[src/rtl/debug_bus_pkg.sv]
// Shared types and constants for the debug bus arbiter.
// Holds the FSM state encoding, bus widths and the register-file address map.
package debug_bus_pkg;
    localparam int NUM_REQ_DEF = 3;
    localparam int ADDR_W      = 16;
    localparam int DATA_W      = 32;

    localparam logic [ADDR_W-1:0] RO_BASE    = 16'h0000;
    localparam logic [ADDR_W-1:0] RW_BASE    = 16'h0008;
    localparam logic [ADDR_W-1:0] ADDR_LIMIT = 16'h0010;

    typedef enum logic [1:0] {
        ST_IDLE,
        ST_ISSUE,
        ST_WAIT,
        ST_RESP
    } state_e;

    // Out of range, or a write landing in the read-only window below RW_BASE.
    function automatic logic cmd_is_err(input logic we, input logic [ADDR_W-1:0] addr);
        return (addr >= ADDR_LIMIT) ||
               (we && ((addr & ~(RW_BASE - RO_BASE - 16'd1)) == RO_BASE));
    endfunction
endpackage

[src/rtl/rr_arbiter.sv]
// Round-robin grant: searches upward from the requester after the last winner.
// The pointer only advances when the caller reports an accept.
module rr_arbiter
    import debug_bus_pkg::*;
#(
    parameter int NUM_REQ = NUM_REQ_DEF
) (
    input  logic               clk,
    input  logic               rst,
    input  logic [NUM_REQ-1:0] req_i,
    input  logic               accept_i,
    output logic [NUM_REQ-1:0] grant_o
);
    localparam int IDX_W = (NUM_REQ > 1) ? $clog2(NUM_REQ) : 1;

    logic [IDX_W-1:0] ptr_q;
    logic [IDX_W-1:0] win_idx;
    logic             found;
    int               cand;

    always_comb begin
        grant_o = '0;
        win_idx = ptr_q;
        found   = 1'b0;
        cand    = 0;
        for (int k = 1; k <= NUM_REQ; k++) begin
            cand = int'(ptr_q) + k;
            if (cand >= NUM_REQ) cand = cand - NUM_REQ;
            for (int i = 0; i < NUM_REQ; i++) begin
                if (!found && (i == cand) && req_i[i]) begin
                    found      = 1'b1;
                    grant_o[i] = 1'b1;
                    win_idx    = IDX_W'(i);
                end
            end
        end
    end

    // Reset to the top index so requester 0 is first in line.
    always_ff @(posedge clk) begin
        if (rst) begin
            ptr_q <= IDX_W'(NUM_REQ - 1);
        end else if (accept_i && found) begin
            ptr_q <= win_idx;
        end
    end
endmodule

[src/rtl/debug_bus_arbiter.sv]
// Arbitrates debug requesters onto a single register-file bus, one command at a time.
// Every output is a register; illegal commands are answered without a bus cycle.
module debug_bus_arbiter
    import debug_bus_pkg::*;
#(
    parameter int NUM_REQ = NUM_REQ_DEF
) (
    input  logic                      clk,
    input  logic                      rst,
    input  logic [NUM_REQ-1:0]        req_valid,
    input  logic [NUM_REQ-1:0]        req_we,
    input  logic [NUM_REQ*ADDR_W-1:0] req_addr,
    input  logic [NUM_REQ*DATA_W-1:0] req_wdata,
    output logic [NUM_REQ-1:0]        req_ready,
    output logic [NUM_REQ-1:0]        rsp_valid,
    output logic [DATA_W-1:0]         rsp_rdata,
    output logic                      rsp_err,
    output logic [ADDR_W-1:0]         ram_addr,
    output logic                      ram_we,
    output logic [DATA_W-1:0]         ram_datain,
    output logic                      ram_enable,
    input  logic [DATA_W-1:0]         ram_dataout
);
    state_e              state_q;
    logic [NUM_REQ-1:0]  owner_q;
    logic                cmd_we_q;
    logic [NUM_REQ-1:0]  req_ready_q;
    logic [NUM_REQ-1:0]  rsp_valid_q;
    logic [DATA_W-1:0]   rsp_rdata_q;
    logic                rsp_err_q;
    logic [ADDR_W-1:0]   ram_addr_q;
    logic                ram_we_q;
    logic [DATA_W-1:0]   ram_datain_q;
    logic                ram_enable_q;

    logic [NUM_REQ-1:0]  grant;
    logic                accept;
    logic                sel_we;
    logic [ADDR_W-1:0]   sel_addr;
    logic [DATA_W-1:0]   sel_wdata;
    logic                sel_err;

    assign accept = (state_q == ST_IDLE) && (|req_valid);

    rr_arbiter #(.NUM_REQ(NUM_REQ)) u_rr (
        .clk      (clk),
        .rst      (rst),
        .req_i    (req_valid),
        .accept_i (accept),
        .grant_o  (grant)
    );

    always_comb begin
        sel_we    = 1'b0;
        sel_addr  = '0;
        sel_wdata = '0;
        for (int i = 0; i < NUM_REQ; i++) begin
            if (grant[i]) begin
                sel_we    = req_we[i];
                sel_addr  = req_addr[i*ADDR_W +: ADDR_W];
                sel_wdata = req_wdata[i*DATA_W +: DATA_W];
            end
        end
        sel_err = cmd_is_err(sel_we, sel_addr);
    end

    always_ff @(posedge clk) begin
        if (rst) begin
            state_q      <= ST_IDLE;
            owner_q      <= '0;
            cmd_we_q     <= 1'b0;
            req_ready_q  <= '0;
            rsp_valid_q  <= '0;
            rsp_rdata_q  <= '0;
            rsp_err_q    <= 1'b0;
            ram_addr_q   <= '0;
            ram_we_q     <= 1'b0;
            ram_datain_q <= '0;
            ram_enable_q <= 1'b0;
        end else begin
            req_ready_q  <= '0;
            rsp_valid_q  <= '0;
            ram_enable_q <= 1'b0;
            ram_we_q     <= 1'b0;
            case (state_q)
                ST_IDLE: begin
                    if (|req_valid) begin
                        req_ready_q <= grant;
                        owner_q     <= grant;
                        cmd_we_q    <= sel_we;
                        rsp_rdata_q <= '0;
                        rsp_err_q   <= sel_err;
                        if (sel_err) begin
                            state_q <= ST_RESP;
                        end else begin
                            // Bus strobe launches alongside req_ready, covering the ISSUE cycle.
                            state_q      <= ST_ISSUE;
                            ram_enable_q <= 1'b1;
                            ram_we_q     <= sel_we;
                            ram_addr_q   <= sel_addr;
                            ram_datain_q <= sel_wdata;
                        end
                    end
                end
                ST_ISSUE: state_q <= cmd_we_q ? ST_RESP : ST_WAIT;
                ST_WAIT: begin
                    rsp_rdata_q <= ram_dataout;
                    state_q     <= ST_RESP;
                end
                ST_RESP: begin
                    rsp_valid_q <= owner_q;
                    state_q     <= ST_IDLE;
                end
                default: state_q <= ST_IDLE;
            endcase
        end
    end

    assign req_ready  = req_ready_q;
    assign rsp_valid  = rsp_valid_q;
    assign rsp_rdata  = rsp_rdata_q;
    assign rsp_err    = rsp_err_q;
    assign ram_addr   = ram_addr_q;
    assign ram_we     = ram_we_q;
    assign ram_datain = ram_datain_q;
    assign ram_enable = ram_enable_q;
endmodule

[config.mk]
export PLATFORM = sky130hd
export DESIGN_NAME = debug_bus_arbiter
export DESIGN_NICKNAME = d
export VERILOG_FILES = /design/src/rtl/debug_bus_pkg.sv /design/src/rtl/rr_arbiter.sv /design/src/rtl/debug_bus_arbiter.sv
export SDC_FILE = /design/constraint.sdc
export NUM_CORES = 1
export LEC_CHECK = 0
export ABC_AREA = 1
export CAP_MARGIN = 40
export CELL_PAD_IN_SITES_DETAIL_PLACEMENT = 0
export CELL_PAD_IN_SITES_GLOBAL_PLACEMENT = 1
export CORE_UTILIZATION = 28
export CTS_CLUSTER_DIAMETER = 200
export DETAILED_ROUTE_END_ITERATION = 10
export GPL_TIMING_DRIVEN = 0
export PLACE_DENSITY_LB_ADDON = 0.1
export SLEW_MARGIN = 20
export SYNTH_ARGS = -nofsm -noshare
export SYNTH_HDL_FRONTEND = slang
export SYNTH_SLANG_ARGS = --single-unit
[constraint.sdc]
create_clock -name clk -period 5.57 [get_ports clk]
set_clock_uncertainty 0.15 [all_clocks]
set_input_delay 1.114 -clock clk [delete_from_list [all_inputs] [get_ports clk]]
set_output_delay 1.114 -clock clk [all_outputs]
set_load 0.01 [all_outputs]
[Word level (Yosys, flattened, before mapping)]
Index checks and enable logic that the tools add are counted.
Word-level totals
  input port bits: 184
  flip-flop bits (word level): 97
  word-level logic and storage cells: 125
  output and inout port bits: 89
Cells by class
  muxes and demuxes: 45
  reductions and logical operators: 44
  magnitude comparators: 4
  bitwise logic cells: 4
  add/sub/neg operators: 6
  eq/ne operators: 10
Operators with widths (number)
  two-way mux 32 bit: 7
  == test 2 x 32 -> 1 bit, first input constant: 3
  == test 3 x 32 -> 1 bit, first input constant: 3
  >= comparator 32 x 3 -> 1 bit, second input constant: 3
  logical NOT 32 bit: 3
  subtractor 32 x 3 -> 32 bit, second input constant: 3
  one-hot mux 32 bit (2 select lines): 1
  two-way mux 16 bit: 3
  two-way mux 1 bit: 22
  two-way mux 2 bit: 11
  logical AND 1 bit: 20
  >= comparator 16 x 5 -> 1 bit, second input constant: 1
  logical NOT 16 bit: 1
  nonzero test 9 bit: 1
  logical NOT 1 bit: 8
  one-hot mux 2 bit (4 select lines): 1
  adder 2 x 2 -> 3 bit, second input constant: 2
  AND reduction 2 bit: 3
  OR reduction 3 bit: 2
  == test 2 bit, second input constant: 2
  NOT 1 bit: 4
  OR reduction 4 bit: 1
  adder 2 x 1 -> 3 bit, second input constant: 1
  AND reduction 3 bit: 1
  other kinds (6): 6

[Logic depth before layout (Yosys ltp)]
  depth after elaboration: 45
  gate-level depth with buffers: 21
  depth with buffers taken out: 19

[Hierarchy]
Synthesis repeated with hierarchy kept, for this count alone.
Second synthesis, totals
  cell total of the unflattened synthesis: 745
  area total of the unflattened synthesis: 5076.1 um2
Modules (own cells, without submodules)
  debug_bus_arbiter: area an instance 4778.3 um2, instances 1, cells each 696, seq. area each 1901.8 um2
  rr_arbiter: area an instance 297.8 um2, instances 1, cells each 49, seq. area each 40.0 um2

[Least setup slack after synthesis]
Ideal clock, no wire load.
  path kind: in2reg
  start point: in req_valid[0]
  end point: reg ram_addr_q[10] (netlist: ram_addr[10])
  required time: 5292 ps
  setup time: 128 ps
  path buffers: 3
  setup slack: 2655 ps
  cell stages on the path: 15
  data arrival time: 2638 ps
  cells stage by stage: nand2_1 inv_1 a31oi_2 nand2_1 buf_4 a22oi_1 nand2_1 nor2_1 nand2_1 nor2_2 nand3_2 buf_4 buf_6 nand2_1 nor2_1
Between the ends
  longest elaborated chain between the ends: 40
  elaborated cells on any way between the ends: 54
  classes of those cells: order compare: 1; mux: 22; bitwise: 1; reduce/logical: 30
Ends and longest elaborated chain
  from (decl): RTL line debug_bus_arbiter.sv:10  | input logic [NUM_REQ-1:0] req_valid,
  parallel branches: the longest is 40 deep, another holds logical AND 1 bit
  to (signal assigned): RTL line debug_bus_arbiter.sv:100  | ram_addr_q <= sel_addr;
  to (decl): RTL line debug_bus_arbiter.sv:31  | logic [ADDR_W-1:0] ram_addr_q;
Several ways; the timed one is not identified.
A chain may end at the register's enable or synchronous reset.

[Final worst setup path]
  start point: in req_valid[0]
  end point: reg ram_datain_q[17] (netlist: ram_datain[17])
Between the ends
  longest elaborated chain between the ends: 40
  elaborated cells on any way between the ends: 57
  classes of those cells: order compare: 1; mux: 25; bitwise: 1; reduce/logical: 30
Ends and longest elaborated chain
  parallel branches: the longest is 40 deep, another holds logical AND 1 bit
  to (signal assigned): RTL line debug_bus_arbiter.sv:101  | ram_datain_q <= sel_wdata;
  to (decl): RTL line debug_bus_arbiter.sv:33  | logic [DATA_W-1:0] ram_datain_q;
Several ways; the timed one is not identified.

==> reports/results.txt <==
Port Buf Inserts: 272
clock root buffer: clkbuf_16
grt ovf: 0
Post-Syn Area per Cell: 6.43 µm²
internal cell power: 1.61 mW
fraction of layout cells with a size suffix above 1: 0.0466
clk sinks: 97
Post CTS Setup Buffer Count: 0
compound-cell area share of the yosys netlist: 0.106
Final Hold Vio Count: 0
required time of the critical path: 5.71 ns
starting DRC count in detailed routing: 193
post-synthesis mux area share: 0
Worst IR Drop VDD: 0.181 mV
Worst Hold Class: flip-flop to flip-flop
DRC Markers: 0
FMAX: 0.283 GHz
DIE WIDTH: 136 µm
Worst EP arrival: 3.68 ns
Area growth, synth to finish: 65.3%
GP Congestion: 0.753
final wirelength: 18,500 µm
pin count of the biggest net entering global routing: 19
Critical Path Source Type: input pin
die height: 136 µm
RSZ-0062 raised after global routing: no
CTS clk-pin slew, worst paths: 0.08 ns
initial antenna violation count: 0
# setup viols final: 0
Initial Utilization: 0.289
# diodes: 0
DP HPWL: 14,200 µm
Worst Path Max Fanout: 10
Sw Share: 0.418
leakage dissipation: 3.49 nW
Ports: 273
Reg power frac: 0.292
Synth Net Count: 978
clock share of power: 0.227
sequential-to-total area share from yosys stat: 0.384
detailed-route vias per instance: 4.47
crit path capture type: flip-flop
core area: 0.0175 mm²
ANT nets after route: 0
Slew Viols, Final: 0
FF+latch count, synth: 97
Cell Area, Synth: 0.00505 mm²
Max Cap Viol: 0
Simple-Gate Fraction of Synth Area: 0.362
vias in the first global route: 5,365
die area: 0.0186 mm²
XOR/XNOR Fraction of Synth Area: 0
post-synthesis cell type count: 30
CTS max path bufs: 2
Total GRT Usage: 0.194
Ys Warns: 0
drt first pass iters: 4
drt wl/cell: 14.2 µm
row count: 48
asr flop ratio synth: 0
cts bufs inserted: 9
H-tree levels: 3
post-cts sizing count: 0
setup tns final: 0 ns
status: finished clean
worst slew pin tran: 0.599 ns
first-pass GRT wire length: 27,800 µm
largest family of logic cells by synthesized area: simple AND/OR/NAND/NOR gates
minimum clock period: 3.54 ns
CTS tree: built
Layout Nets: 1,261
Logic pwr share: 0.481
Non-Filler Instances: 1,299
Crit Path Category: input pin to flip-flop
Gate Count Post-Synth: 786
sw power: 1.16 mW
via count: 5,804
pwr/cell area: 332 mW/mm²
# hold bufs at CTS: 0
period utilisation layout: 0.635
Adder-Cell Fraction of Synth Area: 0.0198
Post-Place Cells: 1,283
worst skew pair latency: 0.35 ns
commonest register cell after synthesis: dfxtp_1
number of flops mapped to enable cells by yosys: 0
normalized max-slew margin: 0.596
worst max-delay path: stages:
cell and delay, ns:
clkdlybuf4s50_1 0.47, nand2_1 0.16, nand4_1 0.13, nor2_1 0.14, nand4_1 0.11, nand2_2 0.15
buf_2 0.25, buf_2 0.32, buf_2 0.34, nand2_1 0.08, nand2_1 0.07, a21oi_1 0.06
nand4_1 0.12, nand2_1 0.06, nor2_1 0.09
state kept, by name (all words and copies together), names as in the netlist, 2 cells and up:
signal and count:
ram_addr 16, req_ready 3, u_rr.ptr_q 2, ram_datain 32, state_q 2, owner_q 3, rsp_rdata 32, rsp_valid 3
synthesized netlist by cell type (all sizes together) (3+ instances only):
library cell / n / area share
nand2: 241 / 0.18
dfxtp: 97 / 0.38
inv: 97 / 0.072
a21oi: 76 / 0.076
nand3: 74 / 0.074
nor2: 70 / 0.053
nand4: 41 / 0.051
buf: 29 / 0.035
clkbuf: 25 / 0.019
ha: 8 / 0.020
o21ai: 7 / 0.0069
a21boi: 4 / 0.0059
a22o: 3 / 0.0052
clkinv: 3 / 0.0022
nor3: 3 / 0.0030
o22ai: 3 / 0.0037
layout by cell type (no fill, tap or decap), types with 2 or more instances in the layout:
master,instances
nor2_1,69
clkbuf_1,25
ha_1,8
inv_1,95
buf_1,5
clkdlybuf4s50_1,272
nand3_1,73
buf_4,10
buf_6,2
inv_8,2
a21oi_1,75
nand4_1,41
nand2_1,237
clkbuf_16,9
o22ai_1,3
dfxtp_1,97
nand2_2,4
a22oi_1,2
buf_2,12
a22o_1,3
nor3_1,3
o21ai_0,6
a21boi_0,3
inv_2,2
clkinv_4,3
clkinv_1,3
power by group through the flow:
| stage | clock network, mW | logic [mW] | registers (mW) |
|---|---|---|---|
| 4_1_cts | 0.648 | 1.36 | 0.810 |
| 5_1_grt | 0.671 | 1.50 | 0.819 |
| 3_5_place_dp | 0 | 1.35 | 0.826 |
| 6_report | 0.628 | 1.33 | 0.809 |
| 2_1_floorplan | 0 | 0.778 | 0.847 |
| 3_3_place_gp | 0 | 1.36 | 0.824 |
layout make-up:
cell class,count,area (µm²)
Clock inverter,6,57.6
Tap cell,225,282
Multi-Input combinational cell,535,2460
Buffer,54,270
Timing Repair Buffer,272,2720
Fill cell,1850,9120
Clock buffer,10,239
Inverter,100,375
Sequential cell,97,1940
cells by family after synthesis:
| kind of cell | after synthesis |
|---|---|
| and+or+nand+nor | 429 |
| buffers and inverters | 154 |
| AOI/OAI and AO/OA | 98 |
| DFF | 97 |
| adders and majority gates | 8 |
layer usage:
metal | up-vias | part of all wire | track usage
li1 | 3065 | - | -
met1 | 2554 | 0.45 | 0.239
met2 | 174 | 0.46 | 0.324
met3 | 11 | 0.084 | 0.0641
met4 | 0 | 0.0092 | 0.0469
met5 | - | 0 | 0
per-stage QoR:
stage / total power [mW] / worst slack (ns) / cell area (µm²) / util / hold WS [ns]
floorplan: 1.62 / 2.65 / 5050 / - / 0.266
global placement: 2.18 / 1.64 / 8060 / 0.461 / 0.273
detailed placement: 2.17 / 1.65 / 8060 / 0.461 / 0.278
CTS: 2.81 / 2.01 / 8350 / 0.478 / 0.293
global route: 2.99 / 1.78 / 8350 / 0.478 / 0.307
finish: 2.77 / 2.03 / 8350 / 0.478 / 0.290
path summary, 6_finish.rpt:
kind                                    start              to  slack, ns  depth (start not counted)
worst min register to register    ram_addr[6]     ram_addr[6]       0.29                          2
worst max-delay path             req_valid[0]  ram_datain[17]       2.03                         15
worst max register to register  u_rr.ptr_q[1]  ram_datain[17]       2.59                         17
worst min-delay path              ram_addr[6]     ram_addr[6]       0.29                          2
No activity file was read; power rests on OpenSTA's default activity.
